### src/rtl/fir_mac_seq_pkg.sv
// Shared types and constants for the FIR multiply-accumulate sequencer.
package fir_mac_seq_pkg;

  typedef enum logic [1:0] {
    ST_IDLE  = 2'd0,
    ST_ISSUE = 2'd1,
    ST_DRAIN = 2'd2,
    ST_OUT   = 2'd3
  } state_t;

  localparam int MUL_LAT_DEF = 3;
  localparam int SAT_MAX     = 32767;
  localparam int SAT_MIN     = -32768;

  function automatic logic [16:0] sext17(input logic [15:0] x);
    return {x[15], x};
  endfunction

endpackage

### src/rtl/fir_sample_ring.sv
// Sample history ring: one write port, combinational read by index.
module fir_sample_ring #(
  parameter int TAPS  = 16,
  parameter int IDX_W = $clog2(TAPS)
) (
  input  logic             clk,
  input  logic             we,
  input  logic [IDX_W-1:0] waddr,
  input  logic [15:0]      wdata,
  input  logic [IDX_W-1:0] raddr,
  output logic [15:0]      rdata
);

  // Contents are never reset; stale entries are masked by the fill count upstream.
  logic [15:0] ring_reg [TAPS];

  always_ff @(posedge clk) begin
    if (we) begin
      ring_reg[waddr] <= wdata;
    end
  end

  assign rdata = ring_reg[raddr];

endmodule

### src/rtl/fir_mac_seq.sv
// Sequences TAPS sample*coefficient pairs through an external multiplier pipeline,
// accumulates the products and emits one rounded, saturated 16-bit result per input.
module fir_mac_seq
  import fir_mac_seq_pkg::*;
#(
  parameter int TAPS    = 16,
  parameter int MUL_LAT = MUL_LAT_DEF,
  parameter int ACC_W   = 40,
  parameter int SHIFT   = 15
) (
  input  logic                    clk,
  input  logic                    rst,
  input  logic                    s_valid,
  output logic                    s_ready,
  input  logic [15:0]             s_data,
  output logic [$clog2(TAPS)-1:0] coef_addr,
  input  logic [16:0]             coef_data,
  output logic                    mul_ce,
  output logic [16:0]             mul_a,
  output logic [16:0]             mul_b,
  input  logic [33:0]             mul_p,
  output logic                    m_valid,
  input  logic                    m_ready,
  output logic [15:0]             m_data,
  output logic                    m_sat
);

  localparam int IDX_W = $clog2(TAPS);
  localparam int DRN_W = (MUL_LAT > 1) ? $clog2(MUL_LAT) : 1;
  localparam logic signed [ACC_W-1:0] ROUND  = ACC_W'(1) << (SHIFT - 1);
  localparam logic signed [ACC_W-1:0] HI_LIM = ACC_W'(SAT_MAX);
  localparam logic signed [ACC_W-1:0] LO_LIM = ACC_W'(SAT_MIN);

  state_t                   state_reg;
  logic [IDX_W-1:0]         wr_ptr_reg;
  logic [IDX_W:0]           fill_reg;
  logic [IDX_W-1:0]         tap_reg;
  logic [DRN_W-1:0]         drain_cnt_reg;
  logic signed [ACC_W-1:0]  acc_reg;
  logic [MUL_LAT-1:0]       tag_reg;
  logic                     m_valid_reg;
  logic [15:0]              m_data_reg;
  logic                     m_sat_reg;

  logic                     issuing;
  logic                     tap_live;
  logic                     ring_we;
  logic [IDX_W-1:0]         rd_idx;
  logic [15:0]              ring_q;
  logic signed [ACC_W-1:0]  prod_ext;
  logic signed [ACC_W-1:0]  acc_sum;
  logic signed [ACC_W-1:0]  acc_rnd;
  logic signed [ACC_W-1:0]  rounded;
  logic                     sat_hi;
  logic                     sat_lo;
  logic [15:0]              sat_data;

  assign issuing  = (state_reg == ST_ISSUE);
  assign s_ready  = (state_reg == ST_IDLE) && !rst;
  assign ring_we  = s_valid && s_ready;
  assign rd_idx   = wr_ptr_reg - tap_reg;
  // Taps reaching past the samples seen since reset contribute zero.
  assign tap_live = ({1'b0, tap_reg} < fill_reg);

  fir_sample_ring #(
    .TAPS  (TAPS),
    .IDX_W (IDX_W)
  ) u_ring (
    .clk   (clk),
    .we    (ring_we),
    .waddr (wr_ptr_reg),
    .wdata (s_data),
    .raddr (rd_idx),
    .rdata (ring_q)
  );

  assign coef_addr = tap_reg;
  assign mul_ce    = issuing || (state_reg == ST_DRAIN);
  assign mul_a     = (issuing && tap_live) ? sext17(ring_q) : '0;
  assign mul_b     = issuing ? coef_data : '0;

  // The final product lands on the same edge that enters OUT, so the output
  // path works from the post-add value rather than acc_reg.
  assign prod_ext = ACC_W'($signed(mul_p));
  assign acc_sum  = tag_reg[MUL_LAT-1] ? (acc_reg + prod_ext) : acc_reg;
  assign acc_rnd  = acc_sum + ROUND;
  assign rounded  = acc_rnd >>> SHIFT;
  assign sat_hi   = (rounded > HI_LIM);
  assign sat_lo   = (rounded < LO_LIM);

  always_comb begin
    sat_data = rounded[15:0];
    if (sat_hi) begin
      sat_data = 16'(SAT_MAX);
    end else if (sat_lo) begin
      sat_data = 16'(SAT_MIN);
    end
  end

  always_ff @(posedge clk) begin
    if (rst) begin
      state_reg     <= ST_IDLE;
      wr_ptr_reg    <= '0;
      fill_reg      <= '0;
      tap_reg       <= '0;
      drain_cnt_reg <= '0;
      acc_reg       <= '0;
      tag_reg       <= '0;
      m_valid_reg   <= 1'b0;
      m_data_reg    <= '0;
      m_sat_reg     <= 1'b0;
    end else begin
      tag_reg <= MUL_LAT'({tag_reg, issuing});
      acc_reg <= acc_sum;
      case (state_reg)
        ST_IDLE: begin
          if (s_valid) begin
            state_reg <= ST_ISSUE;
            tap_reg   <= '0;
            acc_reg   <= '0;
            if (fill_reg != (IDX_W+1)'(TAPS)) begin
              fill_reg <= fill_reg + 1'b1;
            end
          end
        end
        ST_ISSUE: begin
          if (tap_reg == IDX_W'(TAPS - 1)) begin
            state_reg     <= ST_DRAIN;
            tap_reg       <= '0;
            drain_cnt_reg <= '0;
          end else begin
            tap_reg <= tap_reg + 1'b1;
          end
        end
        ST_DRAIN: begin
          if (drain_cnt_reg == DRN_W'(MUL_LAT - 1)) begin
            state_reg   <= ST_OUT;
            wr_ptr_reg  <= wr_ptr_reg + 1'b1;
            m_valid_reg <= 1'b1;
            m_data_reg  <= sat_data;
            m_sat_reg   <= sat_hi || sat_lo;
          end else begin
            drain_cnt_reg <= drain_cnt_reg + 1'b1;
          end
        end
        ST_OUT: begin
          if (m_ready) begin
            m_valid_reg <= 1'b0;
            state_reg   <= ST_IDLE;
          end
        end
        default: state_reg <= ST_IDLE;
      endcase
    end
  end

  assign m_valid = m_valid_reg;
  assign m_data  = m_data_reg;
  assign m_sat   = m_sat_reg;

endmodule

### config.mk
export PLATFORM = sky130hd
export DESIGN_NAME = fir_mac_seq
export DESIGN_NICKNAME = d
export VERILOG_FILES = /design/src/rtl/fir_mac_seq_pkg.sv /design/src/rtl/fir_sample_ring.sv /design/src/rtl/fir_mac_seq.sv
export SDC_FILE = /design/constraint.sdc
export NUM_CORES = 1
export LEC_CHECK = 0
export CORE_UTILIZATION = 59
export DETAILED_ROUTE_END_ITERATION = 8
export PLACE_DENSITY = 0.8
export RECOVER_POWER = 50
export SLEW_MARGIN = 25
export SYNTH_ARGS = -nofsm -noshare
export SYNTH_HDL_FRONTEND = slang
export SYNTH_SLANG_ARGS = --single-unit
### constraint.sdc
create_clock -name clk -period 7.19 [get_ports clk]
set_input_delay 1.438 -clock clk [delete_from_list [all_inputs] [get_ports clk]]
set_output_delay 1.438 -clock clk [all_outputs]
set_load 0.05 [all_outputs]
==> impl_metrics.csv <==
group,metric,value,unit
setup_path,worstSetupEndpointType,"flip-flop",
setup_path,slowest_stage,"or4_1",
place,postPlaceCellArea,18400,um^2
cts,cts_hold_buf,0,
detailed_routing,wl,42200,um
cts,clk_pin_slew,0.06,ns
cells_and_area,register_area,9250,um^2
cts,cts_resized,0,
timing,finalSetupViolations,0,
timing,tightest_slew,2.59,ns
timing,setup_slack,0.687,ns
power_and_ir_drop,totalPowerFinal,5120,uW
detailed_routing,wire_per_inst,22.7,um
floorplanning,die_y,170,um
setup_path,path_buf_inv,1,
detailed_routing,drtPass1Iterations,5,
grt,grt.overflow.total,0,
setup_path,path_delay_family,"simple AND/OR/NAND/NOR gates",
yosys,postSynthCellCount,1320,
cells_and_area,final.fill_count,1967,
place,io_buffers,128,
cts,htreeDepth,2,
cts,clock-sinks,334,
floorplanning,die-area,28900,um^2
job,cap_violations,2,
timing,rsz0062_at_grt,"false",
setup_path,cp.arrival,6.81,ns
yosys,synthArstFlopShare,0,%
cells_and_area,area_growth,17.3,%
run_status,status,"finished, violations left",
floorplanning,start_util,60.0,%
grt,grt_max_degree,57,
detailed_routing,drtAntennaViolNets,0,
cts,numCtsBuffers,35,
setup_path,path_max_fanout,15,
floorplanning,fp.coreArea,27800,um^2
cells_and_area,layout_common_cells,"256 x edfxtp_1, 124 x nor2_1, 111 x clkdlybuf4s50_1",
cts,clockRootBuffer,"clkbuf_16",
setup_path,crit_chain,"clkdlybuf4s50_1 -> ha_1 -> fa_1 -> a211oi_1 -> o21ai_1 -> a221oi_1 -> xnor2_1 -> mux2i_1 -> or4_4 -> or4_1 -> nor4b_4 -> nand3_1 -> xnor2_1 -> a2111oi_4 -> nor2b_2 -> o32ai_1",
grt,grt_use_total,29.3,%
min_path,min_path_type,"reg -> reg",
place,dp_hpwl,26900,um
timing,min_period_over_period,90.4,%
cts,post_cts_buffers,0,
cells_and_area,largest_reg_flops,256,
yosys,syn_area,16700,um^2
setup_path,critPathLaunchType,"input pin",
cts,cts_max_path_buffers,3,
cells_and_area,design_area,19600,um^2
cts,tritoncts,"built",
power_and_ir_drop,power.leakage,0.00671,uW
place,gp_congestion,0.911,
yosys,synth-seq-cells,334,
cells_and_area,drive_above_1_share,12.6,%
yosys,ys_warn_count,0,
timing,clock.fmax,154,MHz
place,preCtsSetupSlack,0.253,ns
yosys,synth_compound_area_share,11.7,%
yosys,muxShareOfSynthArea,11.1,%
timing,hold_viol_final,0,
grt,antenna_found_initial,3,
cells_and_area,nNetsFinal,1580,
yosys,yosys.area_share.simple,12.7,%
setup_path,path_class,"in -> reg",
setup_path,worstPathRequired,7.49,ns
timing,period_minus_slack,6.50,ns
floorplanning,io_pins,129,
detailed_routing,vias,11722,
cells_and_area,multi_input_area,7130,um^2
timing,report.final.slew_viol_count,98,
cells_and_area,layout_commonest_cell,"edfxtp_1",
timing,fin_setup_tns,0,ns
yosys,synth_fa_ha_area_share,4.59,%
grt,first_global_vias,11426,
floorplanning,dieWidth,170,um
power_and_ir_drop,powerDensity,262,nW/um^2
yosys,syn_area_per_cell,12.6,um^2
grt,grt_pass1_wl,63600,um
power_and_ir_drop,peakVddDrop,0.176,mV
run_status,violations,"max-capacitance violations, max-slew violations",
setup_path,critPathMaxStageDelay,0.66,ns
timing,clock_skew,0.0216,ns
yosys,synth-xor-area-share,2.26,%
setup_path,path_common_cell,"xnor2_1",
yosys,synth.distinct_cells,74,
yosys,synth-edff-count,256,
timing,relSlewSlack,-72.6,%
detailed_routing,remaining_drc_errors,0,
cts,clock_latency,0.54,ns
detailed_routing,drt_iter0_drc,1181,
yosys,synthFlopType,"edfxtp_1",
detailed_routing,routed_via_density,6.33,
yosys,synth_top_family_by_area,"simple AND/OR/NAND/NOR gates",
yosys,synth_nets,1451,
yosys,synth-seq-area-share,55.5,%
floorplanning,fp-row-count,61,
## through the flow
| stage | cells | utilization (%) | hold slack (ns) |
|---|---|---|---|
| after floorplan | 1320 | - | 0.414 |
| after global placement | 1789 | 66.4 | 0.438 |
| after detailed placement | 1789 | 66.4 | 0.429 |
| after CTS | 1851 | 70.4 | 0.460 |
| after global routing | 1852 | 70.4 | 0.472 |
| final | 1853 | 70.4 | 0.457 |
## power by group
group	total (uW)	leakage [uW]	internal [uW]	switching, uW
Clock	1740	0.000532	987	755
Sequential	2140	0.00293	2110	28.0
Combinational	1240	0.00324	510	735
## layer usage
layer / routed length (um) / up-vias / track usage, %
met5: 23 / - / 0
met4: 1260 / 4 / 9.75
met3: 3040 / 98 / 4.86
met2: 20900 / 509 / 49.9
met1: 17000 / 5747 / 38.3
li1: - / 5364 / -
## path summary, 6_finish.rpt
path	cells past startpoint	endpoint	slack, ns	startpoint
setup / recovery	16	m_data[14]	0.69	mul_p[0]
hold / removal	1	tag_reg[2]	0.46	tag_reg[1]
setup reg to reg	15	m_data[14]	1.72	acc_reg[0]
hold reg to reg	1	tag_reg[2]	0.46	tag_reg[1]
## cell type report
cell class	count	share of cell area, %
diodes	1	0.0128
clock inverters	17	0.940
well taps	378	2.42
repair buffers	160	7.76
flip-flops and latches	334	47.3
clock buffers	45	4.67
inverters	23	0.441
multi-input cells	895	36.5
## cell usage after synthesis (4+ instances only)
| cell type | count | area, um^2 |
|---|---|---|
| edfxtp_1 | 256 | 7690 |
| nor2_1 | 128 | 480 |
| nand2_1 | 82 | 308 |
| dfxtp_1 | 78 | 1560 |
| mux4_2 | 64 | 1440 |
| a21oi_1 | 62 | 310 |
| ha_1 | 58 | 726 |
| clkbuf_1 | 49 | 184 |
| a211oi_1 | 39 | 293 |
| mux2i_1 | 39 | 390 |
| o21ai_0 | 35 | 175 |
| nand3_1 | 31 | 155 |
| nor2b_1 | 31 | 194 |
| and2_1 | 26 | 163 |
| inv_1 | 23 | 86.3 |
| or3_1 | 23 | 144 |
| xnor2_1 | 23 | 201 |
| xor2_1 | 20 | 175 |
| nor3_1 | 19 | 95.1 |
| o211ai_1 | 16 | 120 |
| nand4_1 | 15 | 93.8 |
| nand2b_1 | 12 | 75.1 |
| a31oi_1 | 11 | 68.8 |
| and3_1 | 11 | 68.8 |
| a21o_1 | 10 | 75.1 |
| buf_1 | 10 | 37.5 |
| o21a_1 | 10 | 75.1 |
| o21ai_1 | 10 | 50.1 |
| o32ai_2 | 9 | 146 |
| o31ai_1 | 8 | 60.1 |
| or4_1 | 8 | 60.1 |
| buf_2 | 6 | 30.0 |
| nor4_1 | 6 | 37.5 |
| o32ai_1 | 6 | 52.6 |
| a22oi_1 | 5 | 37.5 |
| o2111ai_1 | 5 | 43.8 |
| or2_2 | 5 | 31.3 |
| a211o_1 | 4 | 35.0 |
| a21boi_0 | 4 | 30.0 |
| a221oi_1 | 4 | 35.0 |
| a22o_1 | 4 | 35.0 |
| a31o_2 | 4 | 35.0 |
## kinds of logic after synthesis
logic type,count (synthesis)
muxes,104
xor gates and xnor gates,43
adders and majority gates,60
DFF,334
buffers and inverters,91
and+or+nand+nor,416
AOI/OAI and AO/OA,272
Power figures use the tool's default switching activity.
==> patch (same flow settings) <==
Change the parameter `ACC_W` from 40 to 36.
--- a/src/rtl/fir_mac_seq.sv
+++ b/src/rtl/fir_mac_seq.sv
@@ -6,5 +6,5 @@
   parameter int TAPS    = 16,
   parameter int MUL_LAT = MUL_LAT_DEF,
-  parameter int ACC_W   = 40,
+  parameter int ACC_W   = 36,
   parameter int SHIFT   = 15
 ) (
Check against the original RTL: no difference found for any inputs over 10 cycles, from zero or initial values and one cycle with rst high; that may be too few to reach the edited logic, so the function may still have changed.
==> patch against the unedited design <==
- the run still ends with max-capacitance violations, max-slew violations left
- sequential cell count down 4
- via count decreased by 8.0%
- worst setup slack better by 0.62 ns
- routed wire length is 9.8% lower
- final cell count is 8.7% lower
- first-iteration DRC count fell by 15%
- worst hold slack lost 0.012 ns
- global-route usage down 1.9 points
- design area is 3.7% lower
- die area fell by 3.2%
- total power is 2.1% lower
- area after synthesis is 3.2% lower
==> patch: results (changes against the unedited design) <==
| Metric | Value |
|---|---|
| Final hold slack | 0.446 ns (-0.0115 ns) |
| Critical register-to-register path startpoint | tag_reg[2] |
| Top area cells in the synthesized netlist | edfxtp_1 48%, dfxtp_1 9.2%, mux4_2 8.9% |
| Number of max-slew violations in the final report | 79 (-19%) |
| Number of flip-flops in the largest register | 256 (unchanged) |
| Total track usage | 0.275 (-0.0187) |
| Reg-to-reg setup timing slack | 2.40 ns (+0.68 ns) |
| Total Routed Length | 38000 microns (-9.8%) |
| Failing checks | max-capacitance violations, max-slew violations |
| Clock Skew | 0.0118 ns (-0.00979 ns) |
| Most instantiated cells after synthesis | 256 x edfxtp_1, 106 x nor2_1, 74 x dfxtp_1 |
| Pleak | 6.62 nW (-1.3%) |
| Worst endpoint data arrival time | 4.45 ns (-2.36 ns) |
| Depth of the worst register-to-register path | 11 (-4) |
| Via count | 10800 (-8.0%) |
| Number of library cell types mapped by synthesis | 97 (+31%) |
| Maximum VDD drop | 159 uV (-9.5%) |
| Hold path startpoint | tag_reg[1] |
| Post-layout nets | 1452 (-8.1%) |
| Largest net degree at the start of global routing | 55 (-3.5%) |
| Share of layout cells above drive strength 1 | 0.139 (+0.0131) |
| Sequential-to-total area share from yosys stat | 0.568 (+0.0135) |
| Tightest Pin Transition | 1.90 ns (-0.690 ns) |
| First-pass GRT wire length | 58900 microns (-7.3%) |
| Max-cap check violation count | 2 (unchanged) |
| Post-synthesis net count | 1329 (-8.4%) |
| Clock latency of the later-clocked register in the worst-skew pair | 0.51 ns (-0.03 ns) |
| Worst-path fanout max | 33 (+18) |
| Run status | complete, but fails checks |
| Routability-driven placement congestion ratio | 0.911 (about the same) |
| Number of DRC violations after detailed-routing iteration 0 | 1009 (-15%) |
| Total half-perimeter wirelength after legalization and detailed placement | 23400 microns (-13%) |
-- patch: per-stage QoR --
step / power [mW] / cells / setup WS (ns) / util
finish: 5.02 / 1692 / 1.31 / 0.701
floorplan: 3.02 / 1202 / 1.24 / -
CTS: 5.04 / 1690 / 1.28 / 0.701
global placement: 3.32 / 1628 / 1.17 / 0.661
global route: 5.19 / 1691 / 1.14 / 0.701
detailed placement: 3.35 / 1628 / 1.04 / 0.661
-- patch: area by class of cell --
| class | instances | area [sq um] |
|---|---|---|
| Antenna cell | 1 | 2.50 |
| Fill cell | 1765 | 8040 |
| Clock inverter | 15 | 97.6 |
| Timing Repair Buffer | 157 | 1510 |
| Multi-Input combinational cell | 782 | 6590 |
| Tap cell | 341 | 427 |
| Clock buffer | 47 | 977 |
| Inverter | 19 | 71.3 |
| Sequential cell | 330 | 9170 |
-- patch: report_power, final --
group	internal [mW]	switching (mW)	total, mW
combinational	0.506	0.714	1.22
clock	0.963	0.727	1.69
sequential	2.09	0.0219	2.11
-- patch: kinds of logic after synthesis --
kind of cell,Yosys count,synth area share
buffers and inverters,90,0.0275
AO/OA/AOI/OAI,266,0.123
XOR/XNOR,42,0.0240
flip-flops,330,0.568
adder cells (fa/ha/maj),56,0.0443
multiplexers,97,0.110
AND/OR/NAND/NOR,321,0.103
-- patch: critical path, stage by stage (launching register included) --
cell and delay (ns):
dfxtp_1 0.41, inv_1 0.13, ha_4 0.18, fa_2 1.17, buf_4 0.34, mux4_2 0.20
nor2b_1 0.14, a211oi_1 0.07, a211oi_1 0.37, clkdlybuf4s50_1 0.90
-- patch: worst paths after layout --
check / end
worst max-delay path: mul_a[6]
worst min-delay path: tag_reg[2]
worst max register to register: m_data[8]
worst min register to register: tag_reg[2]
-- patch: metal layers --
layer  vias up  track usage  wire length (microns)
met3        73       0.0407                   2760
met4         2       0.0822                    924
met2       493        0.484                  19200
met1      5285        0.352                  15100
li1       4929            -                      -
met5         -            0                      8
